### src/rtl/sbox_ctrl_pkg.sv
// Shared definitions for the masked S-box issue controller.
// Holds default geometry, requester source encoding and the issue FSM states.
// No ports; imported by sbox_track_sr and sbox_issue_ctrl.
package sbox_ctrl_pkg;

  localparam int PIPE_LAT_DEF = 5;
  localparam int SHARES_DEF   = 2;
  localparam int TAG_W_DEF    = 5;

  localparam logic SRC_A = 1'b0;
  localparam logic SRC_B = 1'b1;

  typedef enum logic [1:0] {
    ST_RUN   = 2'd0,
    ST_DRAIN = 2'd1,
    ST_DONE  = 2'd2
  } issue_state_t;

endpackage

### src/rtl/sbox_track_sr.sv
// In-flight tracker: PIPE_LAT entries of {valid, src, tag} that move in lock-step with the S-box.
// Ports: clk, clr (sync clear), en (shift), head_* (entry loaded at the input stage),
//        tail_* (entry leaving the output stage), busy (any valid), busy_nxt (any valid after this edge).
module sbox_track_sr
  import sbox_ctrl_pkg::*;
#(
  parameter int PIPE_LAT = PIPE_LAT_DEF,
  parameter int TAG_W    = TAG_W_DEF
) (
  input  logic             clk,
  input  logic             clr,
  input  logic             en,
  input  logic             head_vld,
  input  logic             head_src,
  input  logic [TAG_W-1:0] head_tag,
  output logic             tail_vld,
  output logic             tail_src,
  output logic [TAG_W-1:0] tail_tag,
  output logic             busy,
  output logic             busy_nxt
);

  logic [PIPE_LAT-1:0] vld;
  logic [PIPE_LAT-1:0] vld_nxt;
  logic [PIPE_LAT-1:0] src;
  logic [TAG_W-1:0]    tag [PIPE_LAT];

  // Next valid vector is exposed so the drain logic can see the pipeline
  // emptying in the same cycle the last byte retires.
  always_comb begin
    vld_nxt = vld;
    if (en) begin
      vld_nxt[0] = head_vld;
      for (int i = 1; i < PIPE_LAT; i++) begin
        vld_nxt[i] = vld[i-1];
      end
    end
    if (clr) begin
      vld_nxt = '0;
    end
  end

  always_ff @(posedge clk) begin
    vld <= vld_nxt;
    if (clr) begin
      src <= '0;
      for (int i = 0; i < PIPE_LAT; i++) begin
        tag[i] <= '0;
      end
    end else if (en) begin
      src[0] <= head_src;
      tag[0] <= head_tag;
      for (int i = 1; i < PIPE_LAT; i++) begin
        src[i] <= src[i-1];
        tag[i] <= tag[i-1];
      end
    end
  end

  assign tail_vld = vld[PIPE_LAT-1];
  assign tail_src = src[PIPE_LAT-1];
  assign tail_tag = tag[PIPE_LAT-1];
  assign busy     = |vld;
  assign busy_nxt = |vld_nxt;

endmodule

### src/rtl/sbox_issue_ctrl.sv
// Issue controller for the shared masked S-box: round-robin A/B arbitration, randomness-gated
// pipeline advance, in-flight tracking and flush/drain sequencing.
// Ports: ClkxCI/RstxSI, requester A/B {Req, data, tag, Ack}, RandValidxSI, FlushxSI,
//        S-box {En, In, Out}, response {Valid, Src, Tag, data}, BusyxSO, FlushDonexSO.
module sbox_issue_ctrl
  import sbox_ctrl_pkg::*;
#(
  parameter int PIPE_LAT = PIPE_LAT_DEF,
  parameter int SHARES   = SHARES_DEF,
  parameter int TAG_W    = TAG_W_DEF
) (
  input  logic                  ClkxCI,
  input  logic                  RstxSI,
  input  logic                  ReqAxSI,
  input  logic [8*SHARES-1:0]   ReqAxDI,
  input  logic [TAG_W-1:0]      ReqATagxDI,
  output logic                  AckAxSO,
  input  logic                  ReqBxSI,
  input  logic [8*SHARES-1:0]   ReqBxDI,
  input  logic [TAG_W-1:0]      ReqBTagxDI,
  output logic                  AckBxSO,
  input  logic                  RandValidxSI,
  input  logic                  FlushxSI,
  output logic                  SboxEnxSO,
  output logic [8*SHARES-1:0]   SboxInxDO,
  input  logic [8*SHARES-1:0]   SboxOutxDI,
  output logic                  RspValidxSO,
  output logic                  RspSrcxSO,
  output logic [TAG_W-1:0]      RspTagxDO,
  output logic [8*SHARES-1:0]   RspxDO,
  output logic                  BusyxSO,
  output logic                  FlushDonexSO
);

  issue_state_t     state;
  logic             prio_b;     // 1: B wins a tie (A was granted last)
  logic             flush_done;
  logic             issue;
  logic             gnt_b;
  logic [TAG_W-1:0] head_tag;
  logic             tail_vld;
  logic             busy;
  logic             busy_nxt;

  // The whole pipeline, tracker included, moves only on fresh randomness.
  assign SboxEnxSO = RandValidxSI;

  // Issue is also suppressed during reset so no byte is acked and then discarded.
  assign gnt_b   = ReqBxSI & (~ReqAxSI | prio_b);
  assign issue   = (state == ST_RUN) & ~FlushxSI & RandValidxSI & ~RstxSI
                 & (ReqAxSI | ReqBxSI);
  assign AckAxSO = issue & ~gnt_b;
  assign AckBxSO = issue &  gnt_b;

  // Zero when idle so a stale share never sits on the S-box input.
  assign SboxInxDO = AckAxSO ? ReqAxDI : (AckBxSO ? ReqBxDI : '0);
  assign head_tag  = AckAxSO ? ReqATagxDI : (AckBxSO ? ReqBTagxDI : '0);

  sbox_track_sr #(
    .PIPE_LAT (PIPE_LAT),
    .TAG_W    (TAG_W)
  ) u_track (
    .clk      (ClkxCI),
    .clr      (RstxSI),
    .en       (RandValidxSI),
    .head_vld (issue),
    .head_src (gnt_b ? SRC_B : SRC_A),
    .head_tag (head_tag),
    .tail_vld (tail_vld),
    .tail_src (RspSrcxSO),
    .tail_tag (RspTagxDO),
    .busy     (busy),
    .busy_nxt (busy_nxt)
  );

  assign RspValidxSO  = tail_vld & RandValidxSI & ~RstxSI;
  assign RspxDO       = SboxOutxDI;
  assign BusyxSO      = busy;
  assign FlushDonexSO = flush_done;

  always_ff @(posedge ClkxCI) begin
    if (RstxSI) begin
      state      <= ST_RUN;
      prio_b     <= 1'b0;
      flush_done <= 1'b0;
    end else begin
      flush_done <= 1'b0;
      if (issue) begin
        prio_b <= ~gnt_b;
      end
      case (state)
        ST_RUN: begin
          if (FlushxSI) state <= ST_DRAIN;
        end
        ST_DRAIN: begin
          // Leave as soon as the last in-flight byte retires this cycle.
          if (!busy_nxt) begin
            state      <= ST_DONE;
            flush_done <= 1'b1;
          end
        end
        ST_DONE: begin
          state <= FlushxSI ? ST_DRAIN : ST_RUN;
        end
        default: state <= ST_RUN;
      endcase
    end
  end

  a_one_ack: assert property (@(posedge ClkxCI) !(AckAxSO && AckBxSO));

  a_req_a_hold: assert property (@(posedge ClkxCI) disable iff (RstxSI)
    (ReqAxSI && !AckAxSO) |=> (ReqAxSI && $stable(ReqAxDI) && $stable(ReqATagxDI)));

  a_req_b_hold: assert property (@(posedge ClkxCI) disable iff (RstxSI)
    (ReqBxSI && !AckBxSO) |=> (ReqBxSI && $stable(ReqBxDI) && $stable(ReqBTagxDI)));

endmodule

### config.mk
export PLATFORM = sky130hd
export DESIGN_NAME = sbox_issue_ctrl
export DESIGN_NICKNAME = d
export VERILOG_FILES = /design/src/rtl/sbox_ctrl_pkg.sv /design/src/rtl/sbox_track_sr.sv /design/src/rtl/sbox_issue_ctrl.sv
export SDC_FILE = /design/constraint.sdc
export NUM_CORES = 1
export LEC_CHECK = 0
export ABC_AREA = 1
export CAP_MARGIN = 20
export CORE_ASPECT_RATIO = 1.2
export CORE_MARGIN = 4
export CORE_UTILIZATION = 38
export DETAILED_ROUTE_END_ITERATION = 12
export GPL_ROUTABILITY_DRIVEN = 0
export PLACE_DENSITY = 0.78
export SYNTH_ARGS = -nofsm -noshare
export SYNTH_HDL_FRONTEND = slang
export SYNTH_SLANG_ARGS = --single-unit
### constraint.sdc
create_clock -name ClkxCI -period 2 [get_ports ClkxCI]
set_input_delay 0.6 -clock ClkxCI [delete_from_list [all_inputs] [get_ports ClkxCI]]
set_output_delay 0.6 -clock ClkxCI [all_outputs]
set_load 0.1 [all_outputs]
==> key figures, run 1 <==
Setup path
  – Slowest Stage Delay on Critical Path: 230 ps
  – CP Capture Type: primary output
  – Slowest-stage cell, CP: nor2_4
  – CP Launch Type: input pin
  – CP max FO: 6
  – WP buf/inv: 4
  – Most frequent CP cell: nand2_2
  – Critical Path AT: 1660 ps
  – Setup CP Type: in2out
  – Crit. Startpoint: ReqAxSI
  – CP Cell Sequence: buf_2, inv_4, nand2_2, nand2_2, nor2_4, nand2_8, clkinv_8, a22o_4, buf_12
  – R2r startpoint: state[1]
  – Top delay family on crit path: simple AND/OR/NAND/NOR gates
  – Req. time, crit path: 1400 ps

Status
  – Run status: finished, violations left
  – Failing checks: negative setup slack

Pwr
  – Combinational Power Share: 0.253
  – PwrDens: 572.1 nW/um2
  – Clock share of power: 0.266
  – Sequential share of power: 0.482
  – Cell Int Power: 0.001352 W
  – Leakage: 1.427 nW
  – Max VDD drop: 0.2773 mV
  – Switch share: 0.2861
  – P_sw: 0.0005419 W

Detailed routing
  – DRC viols: 0
  – Wire per inst: 14.55 um
  – Drt pass-1 iters: 4
  – Total Wirelength: 4.788 mm
  – Vias: 1599
  – Final ANT Viol Nets: 0
  – Post-DR vias/cell: 4.860
  – Drt first-iter violations: 82

Layout
  – Register area: 1031 um2
  – Multi-input logic area: 673.1 um2
  – Filler Cells Inserted: 287
  – Final #Nets: 334
  – Number of antenna diodes: 0
  – Layout cells sized above 1: 0.3764
  – Final Util: 0.7153
  – Area delta synth->final: 80.12%

Synthesis
  – Post-synthesis cell type count: 23
  – Area share of the largest cell type after synthesis: 0.4084
  – Seq/Total Area, Yosys: 0.5609
  – Synthesized Nets: 250
  – Dominant cell type by area after synthesis: edfxtp_1
  – Yosys synthesis warning count: 0
  – Mapped cell area: 1838 um2
  – Synth top area cells: edfxtp_1 (41%), dfxtp_1 (15%), a22o_1 (9.1%)
  – Synthesized instance count: 186
  – Mean Syn Cell Area: 9.882 um2
  – #FFs+latches synth: 39

STA
  – Unrepaired setup endpoints after global routing: yes
  – Fmax: 443.2 MHz
  – Final WS setup: -256.5 ps
  – Final cycle utilization of the critical path: 1.128
  – Hold WS: 470.0 ps
  – Fin Setup TNS: -4445 ps
  – Setup violators final: 19
  – Post-route minimum period: 2257 ps
  – Slew @ Worst Pin: 344.5 ps
  – Final Max Tran Viols: 0
  – Max-slew headroom: 0.7703
  – Clock Skew: 2.462 ps
  – Final Hold Fails: 0

Place
  – HPWL after DPL: 3.034 mm
  – Pre-CTS setup slack: -722.9 ps
  – Number of port buffers: 75

Clock tree
  – Clk sinks: 39
  – Clock-pin slew on the worst setup and hold paths: 70 ps
  – CTS Buffer Depth: 2
  – CTS tree: built
  – H-tree levels: 2
  – CTS Hold Bufs: 0
  – TritonCTS Buffers: 5
  – Clk root buf: clkbuf_8
  – Worst-Skew Late Latency: 290 ps

Global route
  – First-pass GRT wire length: 7.307 mm
  – GR Util All Layers: 0.1568
  – Gr ovfl total: 0
  – Vias in the first global route: 1697
  – Initial antenna violation count: 0
  – Largest net degree at the start of global routing: 30

Floorplan
  – Die X-Extent: 71.49 um
  – Initial Utilization: 0.3971
  – IO Pins: 108
  – Die Y-Extent: 84.19 um
  – Die area: 6018 um2
  – Row count: 27
  – Core Area: 4628 um2

Hold path
  – Worst min path class: reg2reg
  – Hold path start: u_track.vld[4]

Flow run
  – Max Cap Violations: 0
-- worst reg2reg max path, cell delays in order (launching register included) --
cell,delay [ps]
dfxtp_1,320
nor2_2,110
nand2_2,70
nor2_4,250
buf_4,160
buf_4,90
buf_4,100
nor2_1,40
nand3_1,140
nand2_1,100
a21oi_1,130
-- worst paths after layout --
kind / endpoint / slack, ps / cells past startpoint
worst min-delay path: u_track.vld[4] / 470 / 2
worst max-delay path: SboxInxDO[11] / -260 / 9
worst max register to register: state[0] / 420 / 10
worst min register to register: u_track.vld[4] / 470 / 2
-- synth_stat cells --
cell type  count
inv_1         33
nor2_1        30
edfxtp_1      25
a22o_1        19
buf_4         17
nand2_1       15
dfxtp_1       14
nand3_1        5
buf_6          4
o22ai_1        4
nand2_2        3
a22o_2         2
clkbuf_1       2
inv_2          2
nor2_2         2
o21ai_0        2
a21oi_1        1
clkinv_1       1
clkinv_2       1
clkinv_4       1
nor2_4         1
nor4_1         1
o21ai_2        1
-- state kept, by name, summed over array words and instances (netlist names) --
register      count
FlushDonexSO      1
prio_b            1
state             2
u_track.src       5
u_track.tag      25
u_track.vld       5
-- power groups by stage --
stage / Combinational [W] / Clock, W / Sequential [W]
after floorplan: 0.000332 / 0 / 0.000975
after global placement: 0.000435 / 0 / 0.000927
after detailed placement: 0.000440 / 0 / 0.000929
after CTS: 0.000463 / 0.000523 / 0.000911
after global routing: 0.000499 / 0.000553 / 0.000914
final: 0.000479 / 0.000503 / 0.000912
-- cell type report --
| type | count | area share |
|---|---|---|
| repair buffers | 96 | 0.3677 |
| flip-flops and latches | 39 | 0.3114 |
| multi-input cells | 86 | 0.2033 |
| inverters | 38 | 0.05367 |
| clock buffers | 6 | 0.02192 |
| well taps | 58 | 0.02192 |
| repair inverters | 4 | 0.01738 |
| clock inverters | 2 | 0.002645 |
-- kinds of logic (layout without fill, tap and decap cells) --
kind of cell / after synthesis / in the layout / synth area share
DFF: 39 / 39 / 0.5609
and+or+nand+nor: 57 / 57 / 0.1321
buffers and inverters: 61 / 146 / 0.1790
AOI/OAI and AO/OA: 29 / 29 / 0.1280
-- repair_timing --
| action | in CTS | in global routing |
|---|---|---|
| endpoints found under the hold margin | 0 | 0 |
| buffers inserted | 5 | 6 |
| gates cloned | 4 | 0 |
| pin swaps | 21 | 17 |
| resized for setup | 38 | 10 |
| endpoints found under the setup margin | 21 | 19 |
-- layout by cell type, fill, tap and decap left out, drive strengths merged, types with 6 or more instances in the layout --
master         instances
a22o                  21
buf                   54
clkbuf                 6
clkdlybuf4s50         42
clkinv                 8
dfxtp                 14
edfxtp                25
inv                   36
nand2                 18
nor2                  33
-- metal layers --
metal / share of wire / routed length (um) / global-route usage
met5: 0 / 0 / 0
met4: 0.030 / 146 / 0.08034
met3: 0.14 / 669 / 0.1102
met2: 0.52 / 2467 / 0.2692
met1: 0.31 / 1505 / 0.1320
-- metrics by stage --
| stage | area [um2] | instances | total power [W] |
|---|---|---|---|
| detailed placement | 2999 | 306 | 0.001369 |
| global placement | 2999 | 306 | 0.001362 |
| finish | 3311 | 329 | 0.001894 |
| global route | 3311 | 329 | 0.001966 |
| floorplan | 2026 | 186 | 0.001307 |
| CTS | 3239 | 323 | 0.001898 |
Note: power is estimated with default switching activity, not from simulation.
==> run 2: changes to the inputs <==
- SKIP_CTS_REPAIR_TIMING: not set -> 1
==> key figures, run 2 (synthesis results as in run 1) <==
Setup path
  – R2r startpoint: state[0]
  – CP Capture Type: primary output
  – Critical Path AT: 1720 ps
  – CP Launch Type: input pin
  – Crit. Startpoint: ReqAxSI
  – CP max FO: 5
  – Req. time, crit path: 1400 ps
  – Setup CP Type: in2out

Detailed routing
  – Drt pass-1 iters: 4
  – Final ANT Viol Nets: 0
  – Wire per inst: 13.83 um
  – DRC viols: 0
  – Drt first-iter violations: 68
  – Post-DR vias/cell: 4.735
  – Total Wirelength: 4.480 mm
  – Vias: 1534

Pwr
  – Max VDD drop: 0.2743 mV
  – Total Power: 0.001879 W
  – P_sw: 0.0005353 W
  – Clock share of power: 0.269
  – Leakage: 1.408 nW
  – Cell Int Power: 0.001343 W
  – Combinational Power Share: 0.246
  – Sequential share of power: 0.485
  – Switch share: 0.2849
  – PwrDens: 580.2 nW/um2

Floorplan
  – IO Pins: 108
  – Core Area: 4628 um2
  – Row count: 27
  – Die area: 6018 um2
  – Die X-Extent: 71.49 um
  – Initial Utilization: 0.3971
  – Die Y-Extent: 84.19 um

Layout
  – Max reg flops: 25
  – Number of antenna diodes: 0
  – Most frequent cells in the layout: clkdlybuf4s50_1 (42), inv_1 (31), nor2_1 (29), buf_12 (28), edfxtp_1 (25)
  – Most common cell after layout, fill and taps aside: clkdlybuf4s50_1
  – Biggest register: u_track.tag
  – Top flop regs: u_track.tag x25, u_track.src x5, u_track.vld x5
  – Layout cells sized above 1: 0.3459
  – Final #Nets: 329
  – Fin area: 3238 um2
  – Area delta synth->final: 76.17%

Place
  – Area post-placement: 2999 um2
  – Number of port buffers: 75
  – HPWL after DPL: 3.034 mm
  – Pre-CTS setup slack: -722.9 ps

Global route
  – GR Util All Layers: 0.1370
  – Largest net degree at the start of global routing: 30
  – Gr ovfl total: 0
  – Vias in the first global route: 1576
  – Initial antenna violation count: 0
  – First-pass GRT wire length: 6.437 mm

STA
  – Final WS setup: -318.7 ps
  – Slew @ Worst Pin: 350.3 ps
  – Final Max Tran Viols: 0
  – Post-route minimum period: 2319 ps
  – Final cycle utilization of the critical path: 1.159
  – Fmax: 431.3 MHz
  – Final Hold Fails: 0
  – Unrepaired setup endpoints after global routing: yes
  – Clock Skew: 4.770 ps
  – Setup violators final: 18
  – Max-slew headroom: 0.7664

Clock tree
  – Clk root buf: clkbuf_8
  – H-tree levels: 2
  – TritonCTS Buffers: 5
  – Worst-Skew Late Latency: 290 ps
  – CTS Buffer Depth: 2
  – Clk sinks: 39
  – Clock-pin slew on the worst setup and hold paths: 70 ps
  – CTS tree: built

Hold path
  – Worst min path class: reg2reg
  – Hold path start: u_track.vld[4]

Flow run
  – Max Cap Violations: 0

Status
  – Failing checks: negative setup slack
  – Run status: finished, violations left
run 2: worst max-delay path: stages:
cell,delay [ps]
dlymetal6s2s_1,100
inv_2,60
o21ai_4,240
inv_2,100
nand2_8,120
clkinv_8,80
a22o_4,240
buf_12,160
run 2: final timing paths:
check / endpoint / slack [ps] / cells after the start
max reg2reg: u_track.tag[0][1] / 520 / 8
max: SboxInxDO[11] / -320 / 8
min reg2reg: u_track.vld[4] / 470 / 2
min: u_track.vld[4] / 470 / 2
run 2: layout make-up:
cell class	instances	area (um2)
fillers	309	1390
clock inverters	2	8.758
clock buffers	6	72.57
inverters	38	173.9
flip-flops and latches	39	1031
multi-input cells	86	670.6
repair inverters	5	56.30
repair buffers	90	1152
well taps	58	72.57
run 2: layer usage:
metal	track usage	vias to the layer above	part of all wire
li1	-	747	-
met3	0.1102	11	0.14
met5	0	-	0
met2	0.2274	77	0.52
met4	0.06838	0	0.025
met1	0.1146	699	0.32
run 2: per-stage QoR:
step	util	instances	hold WS (ps)	setup TNS, ps
floorplan	-	186	439.5	-2085
global placement	0.6480	306	455.7	-18110
detailed placement	0.6480	306	459.7	-19590
CTS	0.6656	314	471.0	-13210
global route	0.6996	324	501.7	-6474
finish	0.6996	324	471.0	-5334
run 2: power groups by stage:
stage               Clock, W  Sequential [W]  Combinational (W)
floorplan                  0        0.000975           0.000332
global placement           0        0.000927           0.000435
detailed placement         0        0.000929           0.000440
CTS                 0.000523        0.000911           0.000441
global route        0.000553        0.000914           0.000484
finish              0.000505        0.000911           0.000463
==> run 3: changes to the inputs <==
- CORE_MARGIN: 4 -> 2
==> key figures, run 3 (synthesis results as in run 1) <==
Layout
  – Number of antenna diodes: 0
  – Filler Cells Inserted: 258
  – Final #Nets: 339
  – Biggest register: u_track.tag
  – Most frequent cells in the layout: clkdlybuf4s50_1 (42), inv_1 (30), nor2_1 (29), buf_12 (29), edfxtp_1 (25)
  – Max reg flops: 25
  – Layout cells sized above 1: 0.3768
  – Top flop regs: u_track.tag x25, u_track.src x5, u_track.vld x5
  – Most common cell after layout, fill and taps aside: clkdlybuf4s50_1
  – Multi-input logic area: 661.9 um2
  – Area delta synth->final: 82.03%
  – Register area: 1031 um2

Floorplan
  – Die Y-Extent: 80.19 um
  – Initial Utilization: 0.3971
  – Die X-Extent: 67.49 um
  – Die area: 5412 um2
  – IO Pins: 108
  – Row count: 27
  – Core Area: 4628 um2

Global route
  – Gr ovfl total: 0
  – First-pass GRT wire length: 6.058 mm
  – GR Util All Layers: 0.1491
  – Vias in the first global route: 1536
  – Largest net degree at the start of global routing: 30
  – Initial antenna violation count: 0

STA
  – Final Max Tran Viols: 0
  – Final cycle utilization of the critical path: 1.160
  – Fin Setup TNS: -5386 ps
  – Clock Skew: 6.383 ps
  – Max-slew headroom: 0.7620
  – Unrepaired setup endpoints after global routing: yes
  – Final Hold Fails: 0
  – Fmax: 431.2 MHz
  – Slew @ Worst Pin: 357.0 ps
  – Setup violators final: 18
  – Final WS setup: -319.3 ps
  – Post-route minimum period: 2319 ps

Clock tree
  – Worst-Skew Late Latency: 290 ps
  – H-tree levels: 2
  – TritonCTS Buffers: 5
  – Clk sinks: 39
  – Clock-pin slew on the worst setup and hold paths: 70 ps
  – CTS Buffer Depth: 2
  – CTS tree: built
  – Clk root buf: clkbuf_8

Place
  – Pre-CTS setup slack: -709.4 ps
  – Number of port buffers: 75
  – HPWL after DPL: 2.868 mm

Status
  – Failing checks: negative setup slack
  – Run status: finished, violations left

Hold path
  – Hold path start: u_track.src[3]
  – Worst min path class: reg2reg

Detailed routing
  – Drt first-iter violations: 80
  – Wire per inst: 13.57 um
  – Final ANT Viol Nets: 0
  – Vias: 1596
  – Total Wirelength: 4.532 mm
  – DRC viols: 0
  – Drt pass-1 iters: 4
  – Post-DR vias/cell: 4.778

Pwr
  – Max VDD drop: 0.2741 mV
  – Total Power: 0.001885 W
  – PwrDens: 563.3 nW/um2
  – Leakage: 1.472 nW

Setup path
  – CP Capture Type: primary output
  – Top delay family on crit path: buffers and inverters
  – CP Cell Sequence: buf_6, inv_4, nand2_2, nand2_2, nor2_4, buf_6, nand2_8, clkinv_8, a22o_4, buf_12
  – Req. time, crit path: 1400 ps
  – CP Launch Type: input pin
  – R2r startpoint: prio_b
  – Crit. Startpoint: ReqAxSI
  – WP buf/inv: 5
  – Critical Path AT: 1720 ps
  – Slowest-stage cell, CP: a22o_4
  – Slowest Stage Delay on Critical Path: 260 ps
  – CP max FO: 5
  – Setup CP Type: in2out

Flow run
  – Max Cap Violations: 0
==> run 3: layer usage <==
layer | GRT usage | vias up | share of wire
met1 | 0.1552 | 723 | 0.34
met2 | 0.2510 | 93 | 0.53
met4 | 0.05918 | 0 | 0.030
met5 | 0 | - | 0
li1 | - | 767 | -
met3 | 0.07423 | 13 | 0.099
==> run 3: cell type report <==
cell class              count  area share
repair buffers            100      0.3751
well taps                  58     0.02169
clock inverters             1    0.001496
repair inverters            5     0.01982
inverters                  38     0.05310
flip-flops and latches     39      0.3082
clock buffers               7     0.02281
multi-input cells          86      0.1978
==> run 3: worst register-to-register path: stages, from the launching register on <==
cell      delay, ps
dfxtp_1         330
o21ai_4         140
inv_2            60
nand2_4         100
clkinv_8         60
buf_8           130
buf_4           130
buf_4           140
a22o_2          230
==> run 3: worst paths after layout <==
path,end,slack [ps],depth (start not counted)
max,SboxInxDO[15],-320,10
min reg2reg,u_track.src[4],480,2
max reg2reg,u_track.tag[0][0],440,8
min,u_track.src[4],480,2
==> run 3: stage by stage <==
step,cell area (um2),utilization,hold slack (ps),std cells
2_1_floorplan,2026,-,439.5,186
3_3_place_gp,3037,0.6561,455.9,311
3_5_place_dp,3037,0.6561,466.4,311
4_1_cts,3118,0.6737,476.6,319
5_1_grt,3346,0.7229,487.5,334
6_report,3346,0.7229,475.6,334
==> run 3: power by group <==
part / internal (W) / switching, W
registers: 0.000895 / 0.0000157
logic: 0.000215 / 0.000256
clock network: 0.000245 / 0.000258
